### config.mk
export PLATFORM = sky130hd
export DESIGN_NAME = window_buffer_5x5_ctrl
export DESIGN_NICKNAME = d
export VERILOG_FILES = /design/src/rtl/window_buffer_5x5_ctrl.sv
export SDC_FILE = /design/constraint.sdc
export NUM_CORES = 1
export LEC_CHECK = 0
export BUFFER_PORTS_ARGS = -buffer_cell sky130_fd_sc_hd__buf_2
export CAP_MARGIN = 20
export CORE_MARGIN = 8
export CORE_UTILIZATION = 45
export CTS_BUF_LIST = sky130_fd_sc_hd__clkbuf_8
export DETAILED_ROUTE_END_ITERATION = 8
export GPL_ROUTABILITY_DRIVEN = 0
export GPL_TIMING_DRIVEN = 0
export PLACE_DENSITY = 0.74
export SYNTH_ARGS = -nofsm -noshare
export SYNTH_HDL_FRONTEND = slang
export SYNTH_SLANG_ARGS = --single-unit
### constraint.sdc
create_clock -name clk -period 3.7 [get_ports clk]
set_input_delay 0.37 -clock clk [delete_from_list [all_inputs] [get_ports clk]]
set_output_delay 0.37 -clock clk [all_outputs]
set_load 0.01 [all_outputs]
### src/rtl/window_buffer_5x5_ctrl.sv
// window_buffer_5x5_ctrl
//   Sequencing controller for the 5x5 window buffer datapath. Accepts a frame
//   start command and a column-valid stream from the line buffers, drives the
//   datapath count enable, and tags every cycle on which the window outputs
//   hold a complete frame-interior 5x5 neighbourhood.
//
// Ports
//   clk          rising-edge clock
//   rst_n        asynchronous reset, active HIGH despite the name
//   start_i      one-cycle frame start command
//   valid_i      one 5-row column present on the datapath inputs
//   ready_o      controller is accepting columns
//   count_en_o   column accepted this cycle (datapath count_en)
//   win_valid_o  window outputs hold a complete 5x5 window
//   win_col_o    output column of the current window, 0..COLS-5
//   win_row_o    output row of the current window, 0..ROWS-5
//   busy_o       frame in progress
//   frame_done_o one-cycle pulse with the last window of the frame
//   err_o        sticky mid-row gap error, cleared by the next start
module window_buffer_5x5_ctrl #(
    parameter int COLS = 640,
    parameter int ROWS = 480
) (
    input  logic       clk,
    input  logic       rst_n,
    input  logic       start_i,
    input  logic       valid_i,
    output logic       ready_o,
    output logic       count_en_o,
    output logic       win_valid_o,
    output logic [9:0] win_col_o,
    output logic [9:0] win_row_o,
    output logic       busy_o,
    output logic       frame_done_o,
    output logic       err_o
);

    typedef enum logic [1:0] {
        IDLE,
        RUN,
        DRAIN
    } state_t;

    localparam logic [9:0] COL_LAST = 10'(COLS - 1);
    localparam logic [9:0] ROW_LAST = 10'(ROWS - 5);

    state_t     state;
    logic [9:0] col;
    logic [9:0] row;
    logic       drain_cnt;

    // First tag stage, aligned with the datapath delay register.
    logic       s1_valid;
    logic       s1_last;
    logic [9:0] s1_col;
    logic [9:0] s1_row;

    logic accept;
    logic last_col;

    assign accept     = (state == RUN) && valid_i;
    assign last_col   = (col == COL_LAST) && (row == ROW_LAST);

    assign ready_o    = (state == RUN);
    assign busy_o     = (state != IDLE);
    assign count_en_o = accept;

    always_ff @(posedge clk or posedge rst_n) begin
        if (rst_n) begin
            state        <= IDLE;
            col          <= '0;
            row          <= '0;
            drain_cnt    <= 1'b0;
            s1_valid     <= 1'b0;
            s1_last      <= 1'b0;
            s1_col       <= '0;
            s1_row       <= '0;
            win_valid_o  <= 1'b0;
            win_col_o    <= '0;
            win_row_o    <= '0;
            frame_done_o <= 1'b0;
            err_o        <= 1'b0;
        end else begin
            // Tag pipeline advances every cycle; the gap-error branch below
            // overrides it to flush both stages.
            s1_valid     <= accept && (col >= 10'd4);
            s1_last      <= accept && last_col;
            s1_col       <= col - 10'd4;
            s1_row       <= row;
            win_valid_o  <= s1_valid;
            win_col_o    <= s1_col;
            win_row_o    <= s1_row;
            frame_done_o <= s1_valid && s1_last;

            case (state)
                IDLE: begin
                    if (start_i) begin
                        state <= RUN;
                        err_o <= 1'b0;
                        col   <= '0;
                        row   <= '0;
                    end
                end
                RUN: begin
                    if (valid_i) begin
                        if (col == COL_LAST) begin
                            col <= '0;
                            if (row == ROW_LAST) begin
                                row       <= '0;
                                state     <= DRAIN;
                                drain_cnt <= 1'b0;
                            end else begin
                                row <= row + 10'd1;
                            end
                        end else begin
                            col <= col + 10'd1;
                        end
                    end else if (col != '0) begin
                        // Gap inside a row: abort the frame and drop pending tags.
                        err_o        <= 1'b1;
                        state        <= IDLE;
                        col          <= '0;
                        row          <= '0;
                        s1_valid     <= 1'b0;
                        s1_last      <= 1'b0;
                        win_valid_o  <= 1'b0;
                        frame_done_o <= 1'b0;
                    end
                end
                DRAIN: begin
                    drain_cnt <= 1'b1;
                    if (drain_cnt) begin
                        state <= IDLE;
                    end
                end
                default: state <= IDLE;
            endcase
        end
    end

endmodule

==> flow_metrics.tcl, run 1 <==
set metrics [dict create \
    postSynthAreaPerCell_um2 12.32 \
    rsz0062_at_grt "no" \
    cp_max_fo 10 \
    avgViaCountPerCell 5.411 \
    drive_gt1_share_pct 22.76 \
    ys_warn_count 0 \
    drv_cap 0 \
    drv_slew 0 \
    post-route-drc-count 0 \
    synthDistinctLibCells 54 \
    critPathArrivalTime_ps 2260 \
    met3_usage_pct 4.956 \
    cpMaxStageDelayCell "dfrtp_1" \
    grt_pass1_vias 1814 \
    peakVddDrop_mv 0.3928 \
    track_usage_pct 12.96 \
    worstSetupPathType "flop to flop" \
    final_cell_mix "68 x dfrtp_1, 31 x buf_2, 17 x o21ai_0" \
    start_util_pct 46.47 \
    cts_inserted_buffers 9 \
    num_vias 1856 \
    overflow 0 \
    synth-main-ff-cell "dfrtp_1" \
    nNetsFinal 274 \
    finalSetupTns_ps 0 \
    io_pins 30 \
    relSlewSlack_pct 44.34 \
    core_mm2 0.005886 \
    crit_chain "inv_1 > ha_1 > nor4bb_4 > a311o_1 > buf_4 > buf_6 > o21ai_0 > o21ai_0" \
    clock_sinks 68 \
    top_usage_layer "met2" \
    antenna_found_initial 0 \
    nFillCells 507 \
    worst_setup_path_end_kind "flop" \
    grt_max_degree 41 \
    clk_latency_ps 340 \
    period_needed_ps 2044 \
    multiInputGateArea_um2 922.1 \
    syn_area_mm2 0.002735 \
    cp.required_ps 3920 \
    die-area_mm2 0.008828 \
    fin_cells 343 \
    drt-pass1-iter-count 4 \
    cts_tree "yes" \
    cts_root_buf "clkbuf_8" \
    yosysTopAreaCell "dfrtp_1" \
    hpwl_um 3474 \
    yosys-top-cells-area "dfrtp_1 62%, ha_1 3.2%, o21ai_0 3.1%, nand3_1 2.2%, inv_1 2.2%" \
    synth_seq_cells 68 \
    syn_to_final_growth_pct 16.83 \
    cpPeakStageDelay_ps 480 \
    cp_common_cell "o21ai_0" \
    drtIter0Drc 125 \
    max_freq_mhz 489.3 \
    finalHoldViolCount 0 \
    grt_pass1_wl_um 8963 \
    hold_class "input pin to asynchronous set/reset pin" \
    cts.clk_slew.worst_paths_ps 70 \
    ctsHoldBuffers 0 \
    seq_area_mm2 0.001702 \
    power_leakage_nw 1.493 \
    die_height_um 93.96 \
    syn_nets 233 \
    r2r_slack_ps 1660 \
    finalWirelength_um 5155 \
    status "complete, no violations" \
    finalClockSkew_ps 3.800 \
    antenna_cells 0 \
    timing.rr.start "col[2]" \
    wl_per_cell_um 15.03 \
    grt_use_met2_pct 18.96 \
    die_w_um 93.96 \
    worst_pin_slew_ps 833.8 \
    synth_edf_count 0 \
    std_cell_rows 28 \
    p_per_area_mw_per_mm2 581.8 \
    dp.cells 327 \
    postCtsSetupBuffers 0 \
    synth_top_area_share_pct 62.21 \
    crit_path_start_kind "flop" \
    cts-resized-gates 0 \
    final-setup-viol-count 0 \
    ff2ff_path_depth 8 \
    synthCells 222 \
    grt_use_met1_pct 16.20 \
    reg2reg_to "row[1]" \
    cts_max_level 3 \
    finalCritPeriodShare_pct 55.24 \
    synth_seq_area_share_pct 62.21 \
    layout_commonest_cell "dfrtp_1" \
    cts_buffer_depth 2 \
    synthArstFlopShare_pct 100.0 \
    portBuffers 29 \
    ant_nets 0 \
]
-- power by group --
group / leakage, nW / internal (mW) / switching, mW
logic: 0.537 / 0.157 / 0.226
registers: 0.852 / 0.824 / 0.0446
clock network: 0.104 / 0.329 / 0.279
-- synthesized netlist by cell type (2+ instances only) --
master	count
o21ai_1	5
o21a_1	2
nand4_1	4
a31oi_1	2
buf_4	2
o21ai_0	17
and3_1	2
a22o_1	2
nand3_1	12
buf_2	2
nor2_1	9
a21oi_1	5
o311ai_1	3
o211ai_1	2
xnor2_1	4
nor3_1	2
inv_1	16
nand2_1	14
o31ai_1	4
or3_1	4
a21o_1	2
buf_6	2
dfrtp_1	68
ha_1	7
-- layer usage --
| metal | wire [µm] | vias to the layer above |
|---|---|---|
| met1 | 2252 | 915 |
| li1 | - | 879 |
| met4 | 129 | 0 |
| met3 | 357 | 9 |
| met5 | 0 | - |
| met2 | 2416 | 53 |
-- critical path, delay by kind of cell (launching register included) --
family,cells,cell delay (ps)
buffers and inverters,3,460
DFF,1,480
and+or+nand+nor,1,160
adders and majority gates,1,220
AOI/OAI and AO/OA,3,590
-- flip-flops by register name, indices dropped and copies added, names as in the netlist, 2 cells and up --
name and cells:
row 10, win_col_o 10, col 10, win_row_o 10, s1_row 10, s1_col 10, state 2
-- worst max path at each step --
stage | start | end | slack (ps) | cells after the start
3_5_place_dp | col[2] | row[0] | 1680 | 8
6_report | col[2] | row[1] | 1660 | 8
4_1_cts | col[2] | row[0] | 1650 | 8
5_1_grt | col[2] | col[8] | 1460 | 8
2_1_floorplan | rst_n | col[0] | 1620 | 1
3_3_place_gp | rst_n | s1_col[0] | 950 | 2
-- final cells by class --
type | count | area share [%]
flip-flops and latches | 68 | 53.25
inverters | 17 | 1.997
clock inverters | 6 | 1.997
clock buffers | 10 | 4.307
well taps | 75 | 2.937
multi-input cells | 131 | 28.86
repair buffers | 30 | 5.168
plain buffers | 6 | 1.488
-- cells by family (layout without fill, tap and decap cells) --
| kind of cell | after synthesis | after routing | share of synthesized area, % |
|---|---|---|---|
| fa+ha+maj | 7 | 7 | 3.202 |
| flops | 68 | 68 | 62.21 |
| simple gates | 62 | 62 | 14.91 |
| buf+inv | 23 | 69 | 4.071 |
| compound gates | 56 | 56 | 13.63 |
| xor+xnor | 5 | 5 | 1.601 |
| mux | 1 | 1 | 0.3660 |
-- metrics by stage --
stage	power, mW	area [µm²]	hold slack, ps	worst slack (ps)	utilization, %
6_report	1.859	3196	188.4	1656	54.29
5_1_grt	1.965	3196	251.1	1464	54.29
4_1_cts	1.878	3196	203.5	1650	54.29
3_5_place_dp	1.265	2994	334.7	1683	50.87
3_3_place_gp	1.249	2974	331.3	949.4	50.53
2_1_floorplan	1.135	2735	331.2	1618	-
Note: power is estimated with default switching activity, not from simulation.
==> run 2: changes to the inputs <==
--- a/config.mk
+++ b/config.mk
@@ -5,6 +5,7 @@
 export SDC_FILE = /design/constraint.sdc
 export NUM_CORES = 1
 export LEC_CHECK = 0
+export ABC_AREA = 1
 export BUFFER_PORTS_ARGS = -buffer_cell sky130_fd_sc_hd__buf_2
 export CAP_MARGIN = 20
 export CORE_MARGIN = 8
==> constraint.sdc (replaced) <==
create_clock -name clk -period 1.9 [get_ports clk]
set_input_delay 0.19 -clock clk [delete_from_list [all_inputs] [get_ports clk]]
set_output_delay 0.19 -clock clk [all_outputs]
set_load 0.01 [all_outputs]
==> flow_metrics.tcl, run 2 <==
set metrics [dict create \
    final-setup-viol-count 0 \
    ys_warn_count 0 \
    grt_pass1_wl_um 9246 \
    antenna_found_initial 0 \
    cts_root_buf "clkbuf_8" \
    core_mm2 0.006277 \
    worstSetupPathType "flop to flop" \
    period_needed_ps 1744 \
    netlist_top_cells_count "69 x nand2_1, 68 x dfrtp_1, 35 x inv_1, 31 x nor2_1, 24 x nand3_1" \
    cts_inserted_buffers 9 \
    synth_seq_area_share_pct 58.62 \
    synth_seq_cells 68 \
    finalWirelength_um 5570 \
    synth-main-ff-cell "dfrtp_1" \
    cp_max_fo 10 \
    cpPeakStageDelay_ps 450 \
    max_freq_mhz 573.5 \
    grt_max_degree 42 \
    crit_path_start_kind "flop" \
    postSynthAreaPerCell_um2 9.580 \
    timing.rr.start "col[0]" \
    finalHoldViolCount 0 \
    layout_commonest_cell "nand2_1" \
    hold_class "input pin to asynchronous set/reset pin" \
    synth_most_common_cell "nand2_1" \
    syn_nets 314 \
    drv_slew 0 \
    path_buf_inv 2 \
    syn_to_final_growth_pct 16.81 \
    drtIter0Drc 138 \
    clk_latency_ps 340 \
    portBuffers 28 \
    io_pins 30 \
    cts_tree "yes" \
    ant_nets 0 \
    drive_gt1_share_pct 21.26 \
    worst_pin_slew_ps 879.5 \
    relSlewSlack_pct 41.24 \
    cp.required_ps 2170 \
    num_vias 2086 \
    fin_cells 425 \
    finalClockSkew_ps 7.784 \
    synthDistinctLibCells 33 \
    yosys-top-cells-area "dfrtp_1 59%, nand2_1 8.9%, inv_1 4.5%, nand3_1 4.1%, nor2_1 4.0%" \
    final_cell_mix "69 x nand2_1, 66 x dfrtp_1, 32 x inv_1" \
    postCtsSetupBuffers 0 \
    dp.cells 409 \
    finalCritPeriodShare_pct 91.78 \
    cpMaxStageDelayCell "dfrtp_2" \
    die_w_um 96.32 \
    power.total_mw 3.976 \
    synth_edf_count 0 \
    avgViaCountPerCell 4.908 \
    nNetsFinal 354 \
    critPathArrivalTime_ps 2010 \
    synthArstFlopShare_pct 100.0 \
    syn_area_mm2 0.002903 \
    peakVddDrop_mv 0.6359 \
    rsz0062_at_grt "no" \
    synthCells 303 \
    wl_per_cell_um 13.11 \
    power_leakage_nw 1.676 \
    ff2ff_path_depth 9 \
    die-area_mm2 0.009277 \
    hpwl_um 3985 \
    antenna_cells 0 \
    drv_cap 0 \
    track_usage_pct 13.18 \
    grt_pass1_vias 2003 \
    cts_buffer_depth 2 \
    reg2reg_to "row[4]" \
    cts.clk_slew.worst_paths_ps 70 \
    crit_chain "inv_1 > ha_1 > nand2_1 > nor2_2 > nand3_4 > nand3_4 > buf_6 > nand2_1 > o21ai_1" \
    yosysTopAreaCell "dfrtp_1" \
    post-route-drc-count 0 \
    worst_setup_path_end_kind "flop" \
    nFillCells 552 \
    synth_top_area_share_pct 58.62 \
    r2r_slack_ps 160 \
    start_util_pct 46.24 \
    ctsHoldBuffers 0 \
    status "complete, no violations" \
    cp_top_family "simple AND/OR/NAND/NOR gates" \
    overflow 0 \
    p_per_area_mw_per_mm2 1173 \
    cts_max_level 3 \
    std_cell_rows 29 \
    finalSetupTns_ps 0 \
    drt-pass1-iter-count 4 \
    clock_sinks 68 \
    die_height_um 96.32 \
]
## run 2: cell count changes after synthesis, sizes merged, moves of 4 or more
| cell | change |
|---|---|
| nand4 | +6 |
| nand3 | +15 |
| xnor2 | -4 |
| nand2 | +59 |
| o31ai | -4 |
| inv | +23 |
| or3 | -4 |
| nor2 | +28 |
| o21ai | -7 |
## run 2: worst max path at each step
| stage | from | endpoint | slack, ps | cells after the start |
|---|---|---|---|---|
| 3_5_place_dp | col[0] | row[0] | 130 | 9 |
| 3_3_place_gp | col[2] | row[4] | 150 | 9 |
| 6_report | col[0] | row[4] | 160 | 9 |
| 4_1_cts | col[2] | row[4] | 110 | 9 |
| 5_1_grt | col[0] | row[4] | 20 | 9 |
| 2_1_floorplan | col[0] | row[0] | 400 | 9 |
## run 2: what timing repair did
| item | in CTS | in global routing |
|---|---|---|
| endpoints found under the hold margin | 0 | 0 |
| setup endpoints to repair | 0 | 4 |
| gates resized for setup | 0 | 4 |
## run 2: metal layers
metal	track usage (%)	wire, µm
met5	0	0
met4	9.079	113
met3	3.432	412
met2	19.52	2481
met1	16.53	2562
## run 2: report_power, final
group          total [mW]  internal [mW]  switching, mW
clock network        1.31          0.774          0.537
registers            1.72           1.62          0.103
logic               0.942          0.298          0.644
total                3.98           2.69           1.28
## run 2: logic make-up (layout without fill, tap and decap cells)
family                   after synthesis  after routing  synth area share (%)
XOR/XNOR                               4              4                 1.207
AO/OA/AOI/OAI                         28             28                 5.949
flip-flops                            68             68                 58.62
buffers and inverters                 44             89                 6.250
AND/OR/NAND/NOR                      152            152                 24.96
adder cells (fa/ha/maj)                7              7                 3.017
## run 2: cell type report
class	count	area [µm²]	area share [%]
Multi-Input combinational cell	191	1020	30.07
Inverter	41	158.9	4.686
Tap cell	77	96.34	2.841
Buffer	3	26.28	0.7749
Sequential cell	68	1704	50.26
Clock buffer	10	137.6	4.059
Clock inverter	6	87.58	2.583
Timing Repair Buffer	29	160.2	4.723
## run 2: through the flow
step | hold slack (ps) | cell area [µm²] | utilization (%) | setup WS, ps
floorplan | 331.2 | 2907 | - | 395.7
global placement | 331.3 | 3143 | 50.07 | 150.5
detailed placement | 334.7 | 3163 | 50.39 | 125.5
CTS | 28.79 | 3388 | 53.98 | 108.3
global route | 84.13 | 3391 | 54.02 | 20.84
finish | 23.68 | 3391 | 54.02 | 156.2
